**config.mk**
```make
export PLATFORM = sky130hd
export DESIGN_NAME = switch_debounce_flat
export DESIGN_NICKNAME = d
export VERILOG_FILES = /design/src/rtl/switch_debounce_if.sv /design/src/rtl/switch_debounce.sv /design/src/flat_wrapper.sv
export SDC_FILE = /design/constraint.sdc
export NUM_CORES = 1
export LEC_CHECK = 0
export ABC_CLOCK_PERIOD_IN_PS = 2910
export CAP_MARGIN = 40
export CORE_ASPECT_RATIO = 1.25
export CORE_MARGIN = 2
export CORE_UTILIZATION = 45
export DETAILED_ROUTE_END_ITERATION = 10
export PLACE_DENSITY_LB_ADDON = 0.3
export SYNTH_ARGS = -nofsm -noshare
export SYNTH_HDL_FRONTEND = slang
export SYNTH_SLANG_ARGS = --single-unit
```
**constraint.sdc**
```tcl
create_clock -name clk -period 2.91 [get_ports clk]
set_input_delay 0.582 -clock clk [delete_from_list [all_inputs] [get_ports clk]]
set_output_delay 0.582 -clock clk [all_outputs]
set_load 0.05 [all_outputs]
```
**src/rtl/switch_debounce_if.sv**
```systemverilog
// Switch conditioning bus: raw board levels and event clear in,
// debounced levels, edge pulses and the sticky event flag out.
interface switch_debounce_if #(
  parameter int WIDTH = 10
);

  logic [WIDTH-1:0] sw_raw;
  logic             evt_clr;
  logic [WIDTH-1:0] sw_stable;
  logic [WIDTH-1:0] sw_rise;
  logic [WIDTH-1:0] sw_fall;
  logic             sw_event;

  // Side that owns the switches and consumes the conditioned result
  modport master (
    output sw_raw,
    output evt_clr,
    input  sw_stable,
    input  sw_rise,
    input  sw_fall,
    input  sw_event
  );

  // The debouncer itself
  modport slave (
    input  sw_raw,
    input  evt_clr,
    output sw_stable,
    output sw_rise,
    output sw_fall,
    output sw_event
  );

endinterface

```
**src/rtl/switch_debounce.sv**
```systemverilog
// Per-bit switch debouncer: two-flop synchronizer, an independent
// qualification counter per bit, registered rise/fall pulses and a
// sticky event flag that software clears with evt_clr.
module switch_debounce #(
  parameter int WIDTH           = 10,
  parameter int DEBOUNCE_CYCLES = 50000
) (
  input  logic             clk,
  input  logic             reset_n,
  switch_debounce_if.slave bus
);

  localparam int                CNT_W    = $clog2(DEBOUNCE_CYCLES);
  localparam logic [CNT_W-1:0]  CNT_LAST = CNT_W'(DEBOUNCE_CYCLES - 1);

  logic [WIDTH-1:0] sync1;
  logic [WIDTH-1:0] sync2;
  logic [WIDTH-1:0] stable_q;
  logic [WIDTH-1:0] rise_q;
  logic [WIDTH-1:0] fall_q;
  logic             event_q;

  // Bring the asynchronous switch levels into the clock domain
  always_ff @(posedge clk) begin
    if (!reset_n) begin
      sync1 <= '0;
      sync2 <= '0;
    end else begin
      sync1 <= bus.sw_raw;
      sync2 <= sync1;
    end
  end

  for (genvar i = 0; i < WIDTH; i++) begin : g_bit
    logic [CNT_W-1:0] cnt;
    logic             stable_b;
    logic             rise_b;
    logic             fall_b;

    // Accept a new level only after it persists for a full window; any
    // bounce back to the accepted level restarts the window
    always_ff @(posedge clk) begin
      if (!reset_n) begin
        cnt      <= '0;
        stable_b <= 1'b0;
        rise_b   <= 1'b0;
        fall_b   <= 1'b0;
      end else begin
        rise_b <= 1'b0;
        fall_b <= 1'b0;
        if (sync2[i] == stable_b) begin
          cnt <= '0;
        end else if (cnt < CNT_LAST) begin
          cnt <= cnt + 1'b1;
        end else begin
          cnt      <= '0;
          stable_b <= sync2[i];
          rise_b   <= sync2[i];
          fall_b   <= ~sync2[i];
        end
      end
    end

    assign stable_q[i] = stable_b;
    assign rise_q[i]   = rise_b;
    assign fall_q[i]   = fall_b;
  end

  // Sticky event: any pulse sets it, and setting wins over a clear
  always_ff @(posedge clk) begin
    if (!reset_n) begin
      event_q <= 1'b0;
    end else if ((|rise_q) || (|fall_q)) begin
      event_q <= 1'b1;
    end else if (bus.evt_clr) begin
      event_q <= 1'b0;
    end
  end

  assign bus.sw_stable = stable_q;
  assign bus.sw_rise   = rise_q;
  assign bus.sw_fall   = fall_q;
  assign bus.sw_event  = event_q;

endmodule

```
**src/flat_wrapper.sv**
```systemverilog
// flat-port wrapper written by rule: the top's interface ports become plain ports
module switch_debounce_flat 
#(
  parameter int WIDTH           = 10,
  parameter int DEBOUNCE_CYCLES = 50000
)
  (clk, reset_n, bus_sw_raw, bus_evt_clr, bus_sw_stable, bus_sw_rise, bus_sw_fall, bus_sw_event);
  switch_debounce_if #(.WIDTH(WIDTH)) bus_i ();
  input  logic clk;
  input  logic reset_n;
  input wire logic [$bits(bus_i.sw_raw)-1:0] bus_sw_raw;
  input wire logic [$bits(bus_i.evt_clr)-1:0] bus_evt_clr;
  output wire logic [$bits(bus_i.sw_stable)-1:0] bus_sw_stable;
  output wire logic [$bits(bus_i.sw_rise)-1:0] bus_sw_rise;
  output wire logic [$bits(bus_i.sw_fall)-1:0] bus_sw_fall;
  output wire logic [$bits(bus_i.sw_event)-1:0] bus_sw_event;
  assign bus_i.sw_raw = bus_sw_raw;
  assign bus_i.evt_clr = bus_evt_clr;
  assign bus_sw_stable = bus_i.sw_stable;
  assign bus_sw_rise = bus_i.sw_rise;
  assign bus_sw_fall = bus_i.sw_fall;
  assign bus_sw_event = bus_i.sw_event;
  switch_debounce #(.WIDTH(WIDTH), .DEBOUNCE_CYCLES(DEBOUNCE_CYCLES)) u_core (.clk(clk), .reset_n(reset_n), .bus(bus_i));
endmodule
```
* Yosys cells after proc, flatten, opt, wreduce, memory -nomap -nowiden
Index checks and enable logic that the tools add are counted.
** Word-level totals
- Input bits :: 13
- Word-level logic and storage cells :: 140
- Output and inout port bits :: 31
- Register bits :: 211
** Cells by class
- Reduce and logical (&&, ||, !) cells :: 34
- Equality and inequality tests :: 10
- $add $sub $neg :: 10
- Muxes and demuxes :: 2
- Magnitude comparators :: 10
- Bitwise logic cells :: 31
** Operators by type and width (count)
- 16-bit by 1-bit adder with 16-bit output (second input constant) :: 10
- 16-bit < comparator (second input constant) :: 10
- 3-bit OR reduction :: 20
- 1-bit inverter :: 31
- 2-bit AND reduction :: 10
- 10-bit OR reduction :: 2
- 1-bit == test :: 10
- 1-bit 2-to-1 mux :: 2
- 2-bit nonzero test :: 1
- 1-bit logical OR :: 1

* Depth between registers and ports, before layout
Gate-level depths: netlist of the first run.
- Depth after elaboration :: 3
- Gate-level depth with buffers :: 6
- Depth with buffers taken out :: 5

* Worst setup path after synthesis of the first run
No wires, ideal clock.
- Path type :: input -> register
- Start point :: input port reset_n
- End point :: register u_core.g_bit[0].stable_b
- Slack :: 1318 ps
- Arrival time :: 1521 ps
- Path buffers :: 3
- Stages on the path :: 5
- Path through :: buf_4 > buf_2 > clkbuf_1 > nand2_1 > mux2i_1
** RTL lines
- from (decl) :: RTL line flat_wrapper.sv:10 : input logic reset_n;
- to (signal assigned) :: RTL line switch_debounce.sv:57 : stable_b <= sync2[i];
- to (decl) :: RTL line switch_debounce.sv:36 : logic stable_b;

* Final worst setup path of the first run
- Start point :: register u_core.g_bit[0].stable_b
- End point :: output port bus_sw_stable[0]
** RTL lines
- to (decl) :: RTL line flat_wrapper.sv:13 : output wire logic [$bits(bus_i.sw_stable)-1:0] bus_sw_stable;
No word-level cell between the ends.

==> impl_metrics.yaml, run 1 <==
outcome:
  outcome: "finished, final reports clean"
setup_path:
  reg2regPathDepth: 6
  r2r_start: "u_core.g_bit[0].cnt[0]$_SDFF_PP0_"
  criticalPathCategory: "reg2out"
  critPathBufInv: 1
  cp.arrival_ns: 1.78
  crit_path_cell_trace: "clkdlybuf4s50_1"
  start_kind: "flip-flop"
  cp_max_fo: 5
  required_ns: 2.33
  crit_family: "buffers and inverters"
  max_stage_delay_ns: 0.85
  reg2reg_slack_ns: 1.07
  r2r_end: "u_core.g_bit[0].fall_b$_SDFF_PP0_"
  cpMaxStageDelayCell: "clkdlybuf4s50_1"
  worstSetupEndpointType: "output port"
synthesis:
  synth_area_leaders: "dfxtp_1 45%, xnor2_1 8.4%, nor2_1 7.3%, xor2_1 4.5%, nand4_1 3.1%"
  avgSynthCellArea_um2: 9.321
  ys_warn_count: 0
  synth_cell_types: 39
  synth_seq_area_share_pct: 45.41
  yosysTopAreaCell: "dfxtp_1"
  yosys.area_share.simple_pct: 30.33
  synth_adder_area_share_pct: 1.345
  netlist_instances: 998
  synth-compound-area-share_pct: 3.255
  syn-num-nets: 1021
  synth_top_family_by_area: "simple AND/OR/NAND/NOR gates"
  synth.area.mux_share_pct: 1.076
  ys_seq_elements: 211
  synth_top_area_share_pct: 45.41
  syn_area_um2: 9303
  synth-xor-area-share_pct: 12.90
clock_network:
  htreeDepth: 1
  clk_latency_ns: 0.50
  cts_tree: "built"
  numCtsBuffers: 23
  post_cts_buffers: 0
  hold_buffers: 0
  clkTransAtPathRegs_ns: 0.06
  root_buffer: "clkbuf_16"
  cts_resized: 0
  cts_buffer_depth: 3
  clkSinkCount: 211
pwr:
  p_sw_mw: 1.202
  clkPwrFrac_pct: 48.8
  leakage_nw: 3.200
  internal_power_mw: 4.652
  combPwrFrac_pct: 1.4
  swShare_pct: 20.53
  power-per-cell-area_nw_per_um2: 560.7
  power.total_mw: 5.854
  ir_drop_mv: 0.3941
  seqPwrFrac_pct: 49.8
min_path:
  hold_depth: 1
  worst_hold_startpoint: "u_core.sync1[1]$_SDFF_PN0_"
  hold_path_class: "reg2reg"
  hold_end: "u_core.sync2[1]$_SDFF_PN0_"
route:
  num_vias: 6678
  vias_per_cell: 5.137
  drtIter0Drc: 285
  first_pass_iters: 5
  avgRoutedWirePerCell_um: 12.82
  drc_errors: 0
  antenna_left: 0
  wl_um: 16670
layout:
  num-fill-cells: 1917
  final_cells: 1300
  synthToLayoutAreaGrowth_pct: 12.23
  seq_area_um2: 4224
  nets: 1038
  antenna_cells: 0
  final_layout_size_suffix_gt1_share_pct: 8.835
  multi_input_area_um2: 4549
placed_design:
  io_buffers: 43
  dpl.cell_count: 1260
  hpwl_um: 11780
  globalplace.congestion: 0.7801
timing:
  fin_tns_setup_ns: 0
  finClkSkew_ns: 0.009121
  slew_headroom_pct: 62.70
  fmax_mhz: 423.1
  fin_crit_ns: 2.364
  slew_violations: 0
  rsz0062_at_grt: "false"
  finalSetupViolCount: 0
  fin_crit_sh_pct: 81.22
  tightest_slew_ns: 0.5578
  hold_violations: 0
floorplanning:
  die_area_um2: 21850
  dieWidth_um: 132.6
  num_rows: 58
  die_h_um: 164.8
  initial_core_util_pct: 46.11
  coreArea_um2: 20170
  io_pins: 44
grt:
  grt_pass1_vias: 6312
  antenna_found_initial: 0
  grt_first_pass_wirelength_um: 28890
  grt_max_degree: 27
  grt-ovfl-total: 0
  gr-usage-all-layers_pct: 15.57
flow_run:
  cap_violations: 0
==> placed cells by master (no fill, tap or decap), types with 27 or more instances in the layout <==
cell type        instances
nor2_1                 182
nor4_1                  27
dfxtp_1                211
nor3_1                  45
xor2_1                  48
inv_1                   33
clkdlybuf4s50_1         42
nand2_1                 53
nand3_1                 48
nand4_1                 46
xnor2_1                 89
==> final cells by class <==
cell class	count	area share, %
clock buffers	29	6.016
repair buffers	47	4.362
inverters	33	1.186
well taps	270	3.236
multi-input cells	699	43.58
flip-flops and latches	211	40.46
clock inverters	11	1.163
==> synthesized netlist by cell type <==
cell / count
o21a_1: 1
mux2i_1: 10
clkbuf_2: 2
buf_4: 31
nand4_1: 46
and2_1: 21
nand2_1: 53
nor2_1: 182
buf_6: 10
or3_1: 7
nand4b_4: 10
buf_2: 4
and4bb_2: 14
nand3_1: 48
o211ai_1: 5
xnor2_1: 89
dfxtp_1: 211
nor4_1: 27
nor4bb_1: 6
inv_1: 33
o21ai_0: 4
nor3_1: 45
a41oi_1: 4
nor4_2: 1
a31o_2: 1
or4_1: 3
or2_1: 1
a2111oi_2: 1
a31oi_1: 13
xor2_1: 48
a211oi_1: 9
ha_1: 10
and3_1: 6
nand3_2: 10
clkbuf_1: 8
and4_1: 6
nand4_2: 2
or4_4: 10
a21oi_1: 6
==> layer usage <==
layer / wire (um) / track usage (%)
met1: 7788 / 19.80
met5: 0 / 0
met2: 7817 / 26.90
met4: 383 / 5.230
met3: 676 / 2.609
==> state kept, by name, indices dropped and copies added, names as in the netlist <==
signal                 flops
u_core.g_bit.fall_b       10
u_core.sync1              10
u_core.g_bit.stable_b     10
u_core.g_bit.rise_b       10
u_core.sync2              10
u_core.g_bit.cnt         160
u_core.bus.sw_event        1
==> per-stage QoR <==
step                      setup slack, ns  util [%]  hold WS, ns  area [um^2]
final                              0.5464     51.75       0.4300        10440
after global routing               0.4886     51.75       0.4383        10440
after CTS                          0.5065     51.75       0.4330        10440
after detailed placement            1.037     48.03       0.4185         9691
after global placement              1.054     48.03       0.4153         9691
after floorplan                     1.318         -       0.4118         9303
==> power groups by stage <==
stage          sequential, mW  clock (mW)  combinational, mW
2_1_floorplan            2.98           0             0.0612
3_3_place_gp             2.98           0             0.0834
3_5_place_dp             2.98           0             0.0845
4_1_cts                  2.92        2.95             0.0847
5_1_grt                  2.92        3.05             0.0926
6_report                 2.92        2.85             0.0824
==> kinds of logic after synthesis <==
family	Yosys count
buffers and inverters	88
AOI/OAI and AO/OA	44
DFF	211
and+or+nand+nor	498
muxes	10
xor gates and xnor gates	137
adders and majority gates	10
==> worst max-delay path by stage <==
stage	endpoint	cells past startpoint	slack (ns)	from
2_1_floorplan	u_core.g_bit[0].stable_b$_SDFFE_PN0P_	5	1.32	reset_n
3_3_place_gp	bus_sw_stable[0]	1	1.05	u_core.g_bit[0].stable_b$_SDFFE_PN0P_
3_5_place_dp	u_core.g_bit[3].cnt[2]$_SDFF_PP0_	4	1.04	reset_n
4_1_cts	bus_sw_stable[0]	1	0.51	u_core.g_bit[0].stable_b$_SDFFE_PN0P_
5_1_grt	bus_sw_stable[0]	1	0.49	u_core.g_bit[0].stable_b$_SDFFE_PN0P_
6_report	bus_sw_stable[0]	1	0.55	u_core.g_bit[0].stable_b$_SDFFE_PN0P_
Power figures use the tool's default switching activity.
==> run 2: changes to the inputs <==
Settings changed: ABC_CLOCK_PERIOD_IN_PS 2910 to 2400.
Clock period 2.91 ns to 2.4 ns, I/O delays scaled along.
==> impl_metrics.yaml, run 2 (synthesized netlist as in run 1, its figures left out) <==
clock_network:
  numCtsBuffers: 23
  htreeDepth: 1
  clk_latency_ns: 0.50
  cts_buffer_depth: 3
  cts_tree: "built"
  root_buffer: "clkbuf_16"
  clkSinkCount: 211
  cts_resized: 0
  hold_buffers: 0
  clkTransAtPathRegs_ns: 0.06
  post_cts_buffers: 0
layout:
  nets: 1036
  final_common_cell: "dfxtp_1"
  synthToLayoutAreaGrowth_pct: 12.28
  final_layout_size_suffix_gt1_share_pct: 8.268
  seq_area_um2: 4224
  num-fill-cells: 1921
  multi_input_area_um2: 4549
  top_register: "u_core.g_bit.cnt"
  largest_reg_flops: 160
  mostFrequentLayoutCells: "211 x dfxtp_1, 182 x nor2_1, 89 x xnor2_1, 53 x nand2_1"
timing:
  slew_headroom_pct: 62.12
  slew_violations: 0
  hold_violations: 0
  rsz0062_at_grt: "false"
  fmax_mhz: 443.8
  finClkSkew_ns: 0.006513
  fin_crit_ns: 2.253
  tightest_slew_ns: 0.5664
  hold_slack_ns: 0.4059
  fin_crit_sh_pct: 93.89
  finalSetupViolCount: 0
  fin_tns_setup_ns: 0
pwr:
  swShare_pct: 19.97
  p_sw_mw: 1.415
  clkPwrFrac_pct: 48.6
  power-per-cell-area_nw_per_um2: 678.2
  ir_drop_mv: 0.5671
  combPwrFrac_pct: 1.5
  seqPwrFrac_pct: 49.9
  leakage_nw: 3.190
  internal_power_mw: 5.669
route:
  wl_um: 16690
  num_vias: 6673
  drtIter0Drc: 284
  vias_per_cell: 5.137
  drc_errors: 0
  antenna_left: 0
  avgRoutedWirePerCell_um: 12.85
  first_pass_iters: 6
setup_path:
  max_stage_delay_ns: 0.85
  required_ns: 1.92
  critPathBufInv: 1
  worstSetupEndpointType: "output port"
  crit_path_cell_trace: "clkdlybuf4s50_1"
  r2r_start: "u_core.g_bit[4].cnt[0]$_SDFF_PP0_"
  crit_path_start: "u_core.g_bit[9].rise_b$_SDFF_PP0_"
  cpMaxStageDelayCell: "clkdlybuf4s50_1"
  cp.arrival_ns: 1.77
  criticalPathCategory: "reg2out"
  crit_family: "buffers and inverters"
  cp_max_fo: 2
  start_kind: "flip-flop"
min_path:
  hold_path_class: "in2reg"
  worst_hold_startpoint: "reset_n"
floorplanning:
  io_pins: 44
  initial_core_util_pct: 46.11
  die_area_um2: 21850
  dieWidth_um: 132.6
  die_h_um: 164.8
  num_rows: 58
  coreArea_um2: 20170
grt:
  gr-usage-all-layers_pct: 15.22
  grt_max_degree: 40
  grt_first_pass_wirelength_um: 28320
  grt_pass1_vias: 6215
  grt-ovfl-total: 0
  antenna_found_initial: 0
flow_run:
  cap_violations: 0
placed_design:
  hpwl_um: 11670
  io_buffers: 43
  globalplace.congestion: 0.8000
outcome:
  outcome: "finished, final reports clean"
==> run 2: power by group through the flow <==
stage / logic (mW) / clock network [mW] / registers [mW]
final: 0.104 / 3.44 / 3.54
after global routing: 0.115 / 3.69 / 3.54
after detailed placement: 0.106 / 0 / 3.62
after CTS: 0.106 / 3.53 / 3.54
after floorplan: 0.0742 / 0 / 3.61
after global placement: 0.106 / 0 / 3.61
==> run 2: per-layer routing <==
metal	global-route usage, %	share of wire [%]	vias to the layer above
met5	0	0	-
met4	4.985	2.4	0
met3	2.333	3.7	32
met2	26.57	46	107
met1	19.32	48	3071
li1	-	-	3463
==> run 2: path summary, 6_finish.rpt <==
check | end | slack (ns) | depth (start not counted)
max | bus_sw_rise[9] | 0.15 | 1
max reg2reg | u_core.g_bit[4].cnt[12]$_SDFF_PP0_ | 0.68 | 5
min | u_core.g_bit[7].stable_b$_SDFFE_PN0P_ | 0.41 | 3
min reg2reg | u_core.sync2[5]$_SDFF_PN0_ | 0.43 | 1
==> run 2: area by class of cell <==
type	instances	share of cell area, %
sequential	211	40.44
timing repair buffer	45	4.456
clock inverter	6	0.8146
inverter	33	1.186
multi-input combinational	699	43.56
tap	270	3.234
antenna	1	0.02396
clock buffer	34	6.289
==> run 2: through the flow <==
stage                     cells  util (%)  instance area, um^2  power (mW)  worst slack (ns)
after global placement     1258     48.08                 9701       3.720            0.6515
final                      1299     51.77                10450       7.084            0.1466
after global routing       1298     51.76                10440       7.341           0.09470
after floorplan             998         -                 9303       3.685            0.8333
after CTS                  1298     51.76                10440       7.177            0.1045
after detailed placement   1258     48.08                 9701       3.721            0.6498
